<file path="src/rtl/oka_seq_mult.sv">
// oka_seq_mult: sequential GF(2) polynomial multiplier, even/odd Karatsuba split
// on one shared N/2-bit carry-less core over three cycles. Option macro: OKA_SEQ_ZERO_SKIP_EN.

module oka_seq_clmul #(
    parameter int W = 3
) (
    input  logic [W-1:0]   a_i,
    input  logic [W-1:0]   b_i,
    output logic [2*W-2:0] p_o
);
    always_comb begin
        p_o = '0;
        for (int i = 0; i < W; i++) begin
            if (b_i[i]) begin
                p_o = p_o ^ ({{(W-1){1'b0}}, a_i} << i);
            end
        end
    end
endmodule

module oka_seq_mult #(
    parameter int N = 6
) (
    input  logic           clk,
    input  logic           rst,
    input  logic           in_valid,
    output logic           in_ready,
    input  logic [N-1:0]   a,
    input  logic [N-1:0]   b,
    output logic           out_valid,
    input  logic           out_ready,
    output logic [2*N-2:0] y,
    output logic           busy
);
    localparam int H  = N / 2;
    localparam int PW = N - 1;   // width of an H x H carry-less product

    generate
        if (N < 4 || (N % 2) != 0) begin : g_bad_n
            $error("oka_seq_mult: N must be even and >= 4");
        end
    endgenerate

    typedef enum logic [2:0] {IDLE, MUL1, MUL2, MUL3, DONE} state_t;

    state_t         state_q, state_d;
    logic [N-1:0]   a_q, a_d, b_q, b_d;
    logic [PW-1:0]  p1_q, p1_d, p2_q, p2_d;
    logic [2*N-2:0] y_q, y_d;

    logic [H-1:0]   ae, ao, be, bo;
    logic [H-1:0]   sm_a, sm_b;
    logic [PW-1:0]  sm_p;
    logic [2*N-2:0] y_comb;
    logic           accept;

    // Spread a product onto even powers: p(x) -> p(x^2).
    function automatic logic [2*N-2:0] spread(input logic [PW-1:0] p);
        logic [2*N-2:0] r;
        r = '0;
        for (int i = 0; i < PW; i++) begin
            r[2*i] = p[i];
        end
        return r;
    endfunction

    genvar gi;
    generate
        for (gi = 0; gi < H; gi++) begin : g_split
            assign ae[gi] = a_q[2*gi];
            assign ao[gi] = a_q[2*gi+1];
            assign be[gi] = b_q[2*gi];
            assign bo[gi] = b_q[2*gi+1];
        end
    endgenerate

    always_comb begin
        sm_a = '0;
        sm_b = '0;
        case (state_q)
            MUL1: begin
                sm_a = ae;
                sm_b = be;
            end
            MUL2: begin
                sm_a = ao;
                sm_b = bo;
            end
            MUL3: begin
                sm_a = ae ^ ao;
                sm_b = be ^ bo;
            end
            default: begin
                sm_a = '0;
                sm_b = '0;
            end
        endcase
    end

    oka_seq_clmul #(.W(H)) u_core (
        .a_i (sm_a),
        .b_i (sm_b),
        .p_o (sm_p)
    );

    // In MUL3 the core output is P3, so the middle term uses it directly.
    assign y_comb = spread(p1_q)
                  ^ (spread(p1_q ^ p2_q ^ sm_p) << 1)
                  ^ (spread(p2_q) << 2);

    assign in_ready  = (state_q == IDLE) || ((state_q == DONE) && out_ready);
    assign accept    = in_valid && in_ready;
    assign out_valid = (state_q == DONE);
    assign busy      = (state_q != IDLE);
    assign y         = y_q;

    always_comb begin
        state_d = state_q;
        a_d     = a_q;
        b_d     = b_q;
        p1_d    = p1_q;
        p2_d    = p2_q;
        y_d     = y_q;
        case (state_q)
            IDLE: begin
                if (accept) state_d = MUL1;
            end
            MUL1: begin
                p1_d    = sm_p;
                state_d = MUL2;
            end
            MUL2: begin
                p2_d    = sm_p;
                state_d = MUL3;
            end
            MUL3: begin
                y_d     = y_comb;
                state_d = DONE;
            end
            DONE: begin
                if (out_ready) state_d = in_valid ? MUL1 : IDLE;
            end
            default: state_d = IDLE;
        endcase
        if (accept) begin
            a_d = a;
            b_d = b;
`ifdef OKA_SEQ_ZERO_SKIP_EN
            if ((a == '0) || (b == '0)) begin
                state_d = DONE;
                y_d     = '0;
            end
`endif
        end
    end

    always_ff @(posedge clk) begin
        if (rst) begin
            state_q <= IDLE;
            a_q     <= '0;
            b_q     <= '0;
            p1_q    <= '0;
            p2_q    <= '0;
            y_q     <= '0;
        end else begin
            state_q <= state_d;
            a_q     <= a_d;
            b_q     <= b_d;
            p1_q    <= p1_d;
            p2_q    <= p2_d;
            y_q     <= y_d;
        end
    end
endmodule

</file>
<file path="config.mk">
export PLATFORM = sky130hd
export DESIGN_NAME = oka_seq_mult
export DESIGN_NICKNAME = d
export VERILOG_FILES = /design/src/rtl/oka_seq_mult.sv
export SDC_FILE = /design/constraint.sdc
export NUM_CORES = 1
export LEC_CHECK = 0
export CORE_MARGIN = 5
export CORE_UTILIZATION = 52
export CTS_BUF_LIST = sky130_fd_sc_hd__clkbuf_4
export DETAILED_ROUTE_END_ITERATION = 10
export MAX_ROUTING_LAYER = met4
export PLACE_DENSITY = 0.84
export SLEW_MARGIN = 20
export SYNTH_ARGS = -nofsm -noshare
export SYNTH_HDL_FRONTEND = slang
export SYNTH_HIERARCHICAL = 1
export SYNTH_SLANG_ARGS = --single-unit
</file>
<file path="constraint.sdc">
create_clock -name clk -period 2.5 [get_ports clk]
set_clock_uncertainty 0.05 [all_clocks]
set_input_delay 0.5 -clock clk [delete_from_list [all_inputs] [get_ports clk]]
set_output_delay 0.5 -clock clk [all_outputs]
set_load 0.01 [all_outputs]
</file>
## Word level (Yosys, flattened, before mapping)

Index checks and enable logic that the tools add are counted.

| operators by class | value |
|---|---|
| muxes and demuxes | 9 |
| bitwise logic cells | 8 |
| equal/unequal tests | 6 |
| reductions and logical operators | 6 |

Operators by type and width:

| operator | number |
|---|---|
| $pmux 3 s3 | 2 |
| $pmux 3 s5 | 1 |
| $xor 5x5->5 | 3 |
| $xor 10x11->11 | 1 |
| $mux 5 | 2 |
| $xor 9x10->10 | 1 |
| $mux 3 | 3 |
| $eq 3x2->1 const B | 2 |
| $xor 3x3->3 | 2 |
| $xor 5x4->5 | 1 |
| $eq 3x1->1 const B | 1 |
| $eq 3x3->1 const B | 1 |
| $logic_not 3->1 | 1 |
| $reduce_bool 3->1 | 1 |
| $logic_and 1x1->1 | 2 |
| $ne 2x1->1 const B | 1 |
| $ne 2x2->1 const B | 1 |
| $reduce_and 2->1 | 1 |
| $logic_or 1x1->1 | 1 |
| $mux 1 | 1 |

| storage, ports and cells | value |
|---|---|
| register bits after elaboration | 36 |
| word-level logic and storage cells | 35 |

## Logic depth before layout (Yosys ltp)

Gate-level depths: netlist of the first run.

| depth | value |
|---|---|
| depth in word-level cells | 10 |
| gate-level depth with buffers | 8 |

## By module

Netlist of the first run, hierarchy kept.

By module, submodules not included:

| module | area an instance (µm²) | instances | cells an instance | seq. area each (µm²) |
|---|---|---|---|---|
| oka_seq_mult | 1682.9 | 1 | 189 | 720.7 |
| oka_seq_clmul | 78.8 | 1 | 12 | 0.0 |

## Worst setup path before layout of the first run

Ideal clock, no wire load.

| path | value |
|---|---|
| path kind | reg2reg |
| from | register state_q[1] |
| to | register y_q[5], in the netlist y[5] |
| period minus slack after synthesis | 1.816 ns |
| stages on the path, launching flop included | 9 |
| data required time | 2.328 ns |
| data arrival time | 1.644 ns |
| slack | 0.684 ns |
| path buffers | 1 |
| cell sequence | dfxtp_1 buf_2 nand2_1 xnor2_1 nor2_1 nand2_1 xnor3_1 xnor2_1 o21ai_0 |

| on the way | value |
|---|---|
| elaborated cells on any way between the ends | 13 |
| classes of those cells | 3 x eq/ne; 5 x mux; 5 x bitwise |

RTL lines:

| what | RTL line | text |
|---|---|---|
| from (decl) | 46 | `state_t state_q, state_d;` |
| from (signal assigned) | 166 | `state_q <= state_d;` |
| $eq 3x2->1 / $eq 3x1->1 (equally long branches) | 80 | `case (state_q)` |
| $pmux 3 s3 (*) | 80 |  |
| net sm_a[1] | 52 | `logic [H-1:0] sm_a, sm_b;` |
| $xor 5x4->5 (*) | 15 | `p_o = p_o ^ ({{(W-1){1'b0}}, a_i} << i);` |
| $mux 5 (*) | 14 | `if (b_i[i]) begin` |
| $xor 5x5->5 | 15 |  |
| $mux 5 (*) | 14 |  |
| net sm_p[2] | 53 | `logic [PW-1:0] sm_p;` |
| $xor 5x5->5 (*) | 108 | `^ (spread(p1_q ^ p2_q ^ sm_p) << 1)` |
| $xor 9x10->10 (*) | 108 |  |
| $xor 10x11->11 (*) | 109 | `^ (spread(p2_q) << 2);` |
| to (signal assigned) | 171 | `y_q <= y_d;` |
| to (decl) | 49 | `logic [2*N-2:0] y_q, y_d;` |

Mark *: on every way through the listed nets, which the timed path passes. The rest lies on a longest branch.
A chain may end at the register's enable or synchronous reset.

## Worst setup path in the final report of the first run

| path | value |
|---|---|
| from | input port out_ready |
| to | output port in_ready |

| on the way | value |
|---|---|
| cells in the longest elaborated chain, start to end | 2 |

RTL lines:

| what | RTL line | text |
|---|---|---|
| from (decl) | 31 | `input logic out_ready,` |
| $logic_and 1x1->1 | 111 | `assign in_ready = (state_q == IDLE) \|\| ((state_q == DONE) && out_ready);` |
| $logic_or 1x1->1 | 111 |  |
| to (decl) | 27 | `output logic in_ready,` |

Every way passes these cells.

==> results of run 1 <==
power groups by stage:
stage	Clock, W	Sequential, W	Combinational (W)
after floorplan	0	0.000623	0.000129
after global placement	0	0.000636	0.000187
after detailed placement	0	0.000637	0.000191
after CTS	0.000417	0.000623	0.000192
after global routing	0.000445	0.000629	0.000209
final	0.000412	0.000625	0.000191
through the flow:
step,hold WS (ns),area (µm²),setup WS [ns],utilization (%),power [W]
2_1_floorplan,0.399,1760,0.684,-,0.000752
3_3_place_gp,0.395,2100,0.0582,63.5,0.000823
3_5_place_dp,0.413,2100,0.0835,63.5,0.000827
4_1_cts,0.427,2180,0.0612,65.9,0.00123
5_1_grt,0.451,2180,0.0186,65.9,0.00128
6_report,0.427,2180,0.0783,65.9,0.00123
area by class of cell:
cell class / instances / area [µm²]
clock buffers: 6 / 45.0
clock inverters: 2 / 35.0
fillers: 302 / 1130
inverters: 1 / 3.75
multi-input cells: 149 / 968
flip-flops and latches: 36 / 723
well taps: 46 / 57.6
repair buffers: 37 / 350
cells by family after synthesis:
family / Yosys count / synth area share, %
AO/OA/AOI/OAI: 37 / 13.4
XOR/XNOR: 24 / 12.7
buffers and inverters: 16 / 4.12
flip-flops: 36 / 40.9
multiplexers: 10 / 5.68
AND/OR/NAND/NOR: 78 / 23.2
metal layers:
layer	GRT usage, %	share of wire (%)	vias up
met2	29.7	48	24
met1	21.7	47	677
met4	8.19	1.4	0
met5	-	0	-
li1	-	-	756
met3	3.61	3.8	6
registers in the layout, indices dropped and copies added (netlist names):
| signal | count |
|---|---|
| y | 11 |
| state_q | 3 |
| b_q | 6 |
| p2_q | 5 |
| p1_q | 5 |
| a_q | 6 |
repair_timing:
item,CTS,global route
setup endpoints to repair,0,2
hold endpoints to repair,0,0
resized for setup,0,2
cell usage in the layout (no fill, tap or decap):
cell type	count
inv_1	1
dfxtp_2	2
nand2b_1	3
nor2_1	23
nand4_1	12
and2b_1	1
and2_1	3
or3_1	1
mux2i_1	10
buf_4	8
nand2_1	23
o31ai_1	12
bufinv_16	1
xnor2_1	16
clkinv_2	1
xnor3_1	1
nor3b_4	2
a211oi_1	4
a21oi_1	15
clkbuf_4	6
nor3_1	1
o21ai_0	5
a2111oi_2	1
or2_1	1
dfxtp_1	34
nand3b_1	7
xor2_1	7
and3b_1	1
clkdlybuf4s50_1	29
final timing paths:
path | to | slack (ns) | cells past startpoint
max | in_ready | 0.08 | 4
min | b_q[3] | 0.43 | 2
max reg2reg | y[5] | 0.54 | 7
min reg2reg | b_q[3] | 0.43 | 2
synth_stat cells:
| cell | count | area [µm²] |
|---|---|---|
| and2b_1 | 1 | 7.51 |
| or2_1 | 1 | 6.26 |
| nand3b_1 | 7 | 52.6 |
| nand2_1 | 23 | 86.3 |
| o21ai_0 | 5 | 25.0 |
| and3b_1 | 1 | 8.76 |
| xnor3_1 | 1 | 22.5 |
| xnor2_1 | 16 | 140 |
| a2111oi_2 | 1 | 15.0 |
| nor3b_4 | 2 | 37.5 |
| nand4_1 | 12 | 75.1 |
| or3_1 | 1 | 6.26 |
| mux2i_1 | 10 | 100 |
| nand2b_1 | 3 | 18.8 |
| xor2_1 | 7 | 61.3 |
| a21oi_1 | 15 | 75.1 |
| nor2_1 | 23 | 86.3 |
| o31ai_1 | 12 | 90.1 |
| buf_2 | 7 | 35.0 |
| a211oi_1 | 4 | 30.0 |
| nor3_1 | 1 | 5.00 |
| clkbuf_1 | 6 | 22.5 |
| buf_4 | 1 | 7.51 |
| dfxtp_1 | 36 | 721 |
| buf_1 | 1 | 3.75 |
| inv_1 | 1 | 3.75 |
| and2_1 | 3 | 18.8 |
critical path, cell delays in order:
cell             delay (ns)
clkdlybuf4s50_1        0.49
and2b_1                0.21
nor2_1                 0.12
clkdlybuf4s50_1        0.55
==> flow_summary.yaml, run 1 <==
run_status:
  status: "complete, no violations"
cells_and_area:
  drive_gt1_share_pct: 9.09
  antennaDiodeCount: 0
  nets: 246
  fin_cells: 277
  area_delta_synth_final_pct: 23.9
timing:
  fin_crit_sh_pct: 96.9
  tightest_slew_ns: 0.454
  rsz0062_at_grt: "no"
  fin_crit_ns: 2.42
  setup_violations: 0
  hold_viol: 0
  max_freq_mhz: 413
  slew_violations: 0
  maxSlewHeadroom_pct: 69.7
  tns_ns: 0
route:
  wirelength_um: 3600
  drt_iter0_markers: 53
  drc: 0
  vias_per_cell: 5.28
  ant_nets: 0
  vias: 1463
  routedWlPerCell_um: 13.0
  dr.pass1.iters: 4
floorplan:
  num_rows: 21
  core_area_um2: 3310
  ios: 30
  die_area_um2: 4650
  die_h_um: 68.2
  die_x_um: 68.2
  start_util_pct: 53.2
yosys:
  syn_area_per_cell_um2: 8.76
  yosys_warnings: 6
  synthesis.area_um2: 1760
  syn-num-nets: 217
  ys_types: 27
  syn_inst: 201
  ys_ff_latch: 36
  synth_sequential_area_ratio_pct: 40.9
clocking:
  ctsHoldBuffers: 0
  numCtsBuffers: 5
  postCtsSetupBuffers: 0
  clkTransAtPathRegs_ns: 0.10
  clockBufferDepth: 2
  htreeDepth: 2
  insertion_delay_ns: 0.34
  cts_tree: "yes"
  clockRootBuffer: "clkbuf_4"
  cts_sinks: 36
pwr:
  p_leak_nw: 0.797
  switchingPower_w: 0.000313
  swShare_pct: 25.5
  p_seq_share_pct: 50.9
  p_comb_share_pct: 15.5
  vdd.ir_drop.worst_mv: 0.391
  power_frac_clock_pct: 33.6
  p_per_area_nw_per_um2: 562
  p_int_w: 0.000915
critical_path:
  r2r_start: "state_q[0]"
  crit_type: "in2out"
  crit_arrival_ns: 1.87
  startpoint_type: "input pin"
  cp-startpoint: "out_ready"
  worst_ep_required_time_ns: 1.95
  endpoint_kind: "primary output"
  critical_path.max_fanout: 2
placed_design:
  dp.cells: 269
  io_buffer_count: 29
  hpwlAfterDp_um: 2610
  gp_congestion: 0.802
global_route:
  grt_pass1_vias: 1373
  grt_max_degree: 17
  grt_usage_pct: 18.2
  gr-total-overflow: 0
  antenna_found_initial: 0
  grt_pass1_wl_um: 6130
hold_path:
  hp-class: "reg2reg"
  hold_start: "b_q[3]"
run:
  drv_cap: 0
Power figures use the tool's default switching activity.
==> run 2: changes to the inputs <==
--- a/config.mk
+++ b/config.mk
@@ -9,8 +9,8 @@
 export CORE_UTILIZATION = 52
 export CTS_BUF_LIST = sky130_fd_sc_hd__clkbuf_4
 export DETAILED_ROUTE_END_ITERATION = 10
-export MAX_ROUTING_LAYER = met4
-export PLACE_DENSITY = 0.84
+export DONT_BUFFER_PORTS = 1
+export PLACE_DENSITY = 0.72
 export SLEW_MARGIN = 20
 export SYNTH_ARGS = -nofsm -noshare
 export SYNTH_HDL_FRONTEND = slang
==> run 2 against run 1 <==
- critical path depth fell by 2
- register-to-register slack got worse by 0.10 ns
- clock power fell by 27%
- clock-buffer cell count fell by 1
- sequential power barely moved
- routed wire length rose by 2.7%
- fmax rose by 9.1%
- utilization fell by 11 points
- worst hold slack got worse by 0.29 ns
- via count fell by 5.5%
- cell count fell by 13%
- global-route usage rose by 0.098 points
- critical endpoint unchanged
- largest cell class unchanged
==> flow_summary.yaml, run 2 (same netlist as run 1, synthesis figures left out) <==
clocking:
  clockRootBuffer: "clkbuf_4"
  ctsHoldBuffers: 0
  clkTransAtPathRegs_ns: 0.12
  insertion_delay_ns: 0.36
  cts_tree: "yes"
  numCtsBuffers: 5
  htreeDepth: 2
  clockBufferDepth: 2
  cts_sinks: 36
cells_and_area:
  largest_register_ffs: 11
  drive_gt1_share_pct: 6.15
  antennaDiodeCount: 0
  area_delta_synth_final_pct: 2.84
  design_area_um2: 1810
  nets: 210
  final_common_cell: "dfxtp_1"
  fillCellCount: 318
  layout_common_cells: "dfxtp_1, nand2_1, nor2_1"
global_route:
  grt_pass1_wl_um: 6180
  gr-total-overflow: 0
  grt_max_degree: 38
  grt_pass1_vias: 1312
  grt_usage_pct: 18.3
  antenna_found_initial: 0
critical_path:
  crit_arrival_ns: 1.67
  startpoint_type: "flop"
  critPathSlowestCell: "dfxtp_1"
  critical_path.max_fanout: 15
  worst_ep_required_time_ns: 1.95
  critPathMaxStageDelay_ns: 0.67
  crit_type: "reg2out"
  crit_chain: "or2_1 -> nor2_1"
  cp_num_buf_inv: 0
  crit_family: "flip-flops"
  endpoint_kind: "primary output"
timing:
  tightest_slew_ns: 0.618
  slew_violations: 0
  hold_viol: 0
  rsz0062_at_grt: "no"
  tns_ns: 0
  fin_crit_sh_pct: 88.8
  fin_crit_ns: 2.22
  max_freq_mhz: 451
  setup_violations: 0
  maxSlewHeadroom_pct: 58.7
route:
  dr.pass1.iters: 4
  drc: 0
  ant_nets: 0
  vias_per_cell: 5.73
  drt_iter0_markers: 74
  wirelength_um: 3700
  vias: 1382
  routedWlPerCell_um: 15.3
run:
  drv_cap: 0
floorplan:
  ios: 30
  die_area_um2: 4650
  die_x_um: 68.2
  die_h_um: 68.2
  core_area_um2: 3310
  num_rows: 21
  start_util_pct: 53.2
placed_design:
  gp_congestion: 0.798
  io_buffer_count: 0
  hpwlAfterDp_um: 2580
  place_area_um2: 1760
run_status:
  status: "complete, no violations"
hold_path:
  hp-class: "in2reg"
pwr:
  vdd.ir_drop.worst_mv: 0.292
  p_leak_nw: 0.642
  p_per_area_nw_per_um2: 582
run 2: changes by cell type in the layout (fill, tap and decap cells not counted), sizes merged:
| cell | before | now |
|---|---|---|
| clkinv | 1 | 3 |
| buf | 8 | 1 |
| clkbuf | 6 | 5 |
| bufinv | 1 | 0 |
| clkdlybuf4s50 | 29 | 0 |
run 2: power by group:
part           total [W]  switching (W)  internal [W]  leakage [nW]
clock           0.000301       0.000198      0.000103        0.0324
combinational   0.000126      0.0000747     0.0000510         0.317
sequential      0.000627      0.0000307      0.000596         0.292
run 2: per-stage QoR:
stage / util [%] / hold WS [ns] / worst slack, ns / power, W / cells
6_report: 54.7 / 0.141 / 0.281 / 0.00105 / 241
3_3_place_gp: 53.1 / 0.411 / 0.521 / 0.000758 / 233
3_5_place_dp: 53.1 / 0.412 / 0.437 / 0.000764 / 233
5_1_grt: 54.7 / 0.111 / 0.162 / 0.00111 / 241
4_1_cts: 54.6 / 0.125 / 0.0558 / 0.00106 / 241
2_1_floorplan: - / 0.399 / 0.684 / 0.000752 / 201
run 2: worst register-to-register path: cells and delay by family (launching register included):
kind             cells  cell delay [ns]
AND/OR/NAND/NOR      3             0.33
flip-flops           1             0.67
AO/OA/AOI/OAI        1             0.09
XOR/XNOR             3             0.82
run 2: cell type report:
cell class / instances / area (µm²) / share of cell area, %
Sequential cell: 36 / 721 / 39.8
Clock buffer: 5 / 37.5 / 2.07
Inverter: 1 / 3.75 / 0.207
Multi-Input combinational cell: 149 / 971 / 53.6
Tap cell: 46 / 57.6 / 3.18
Clock inverter: 3 / 13.8 / 0.760
Timing Repair Buffer: 1 / 7.51 / 0.414
run 2: path summary, 6_finish.rpt:
kind,slack (ns),from,cells after the start,end
max,0.28,state_q[0],2,in_ready
min reg2reg,0.42,p2_q[4],2,y[10]
min,0.14,rst,1,y[10]
max reg2reg,0.44,state_q[0],7,y[5]
run 2: timing repair:
action,4_1_cts,5_1_grt
gates resized for setup,0,1
setup endpoints to repair,0,1
buffers inserted,0,0
run 2: layer usage:
layer	track usage, %	part of all wire [%]	vias to the layer above
met5	0	0	-
met4	12.7	3.1	0
met3	8.05	6.8	9
met2	26.0	45	37
met1	22.0	45	654
li1	-	-	682
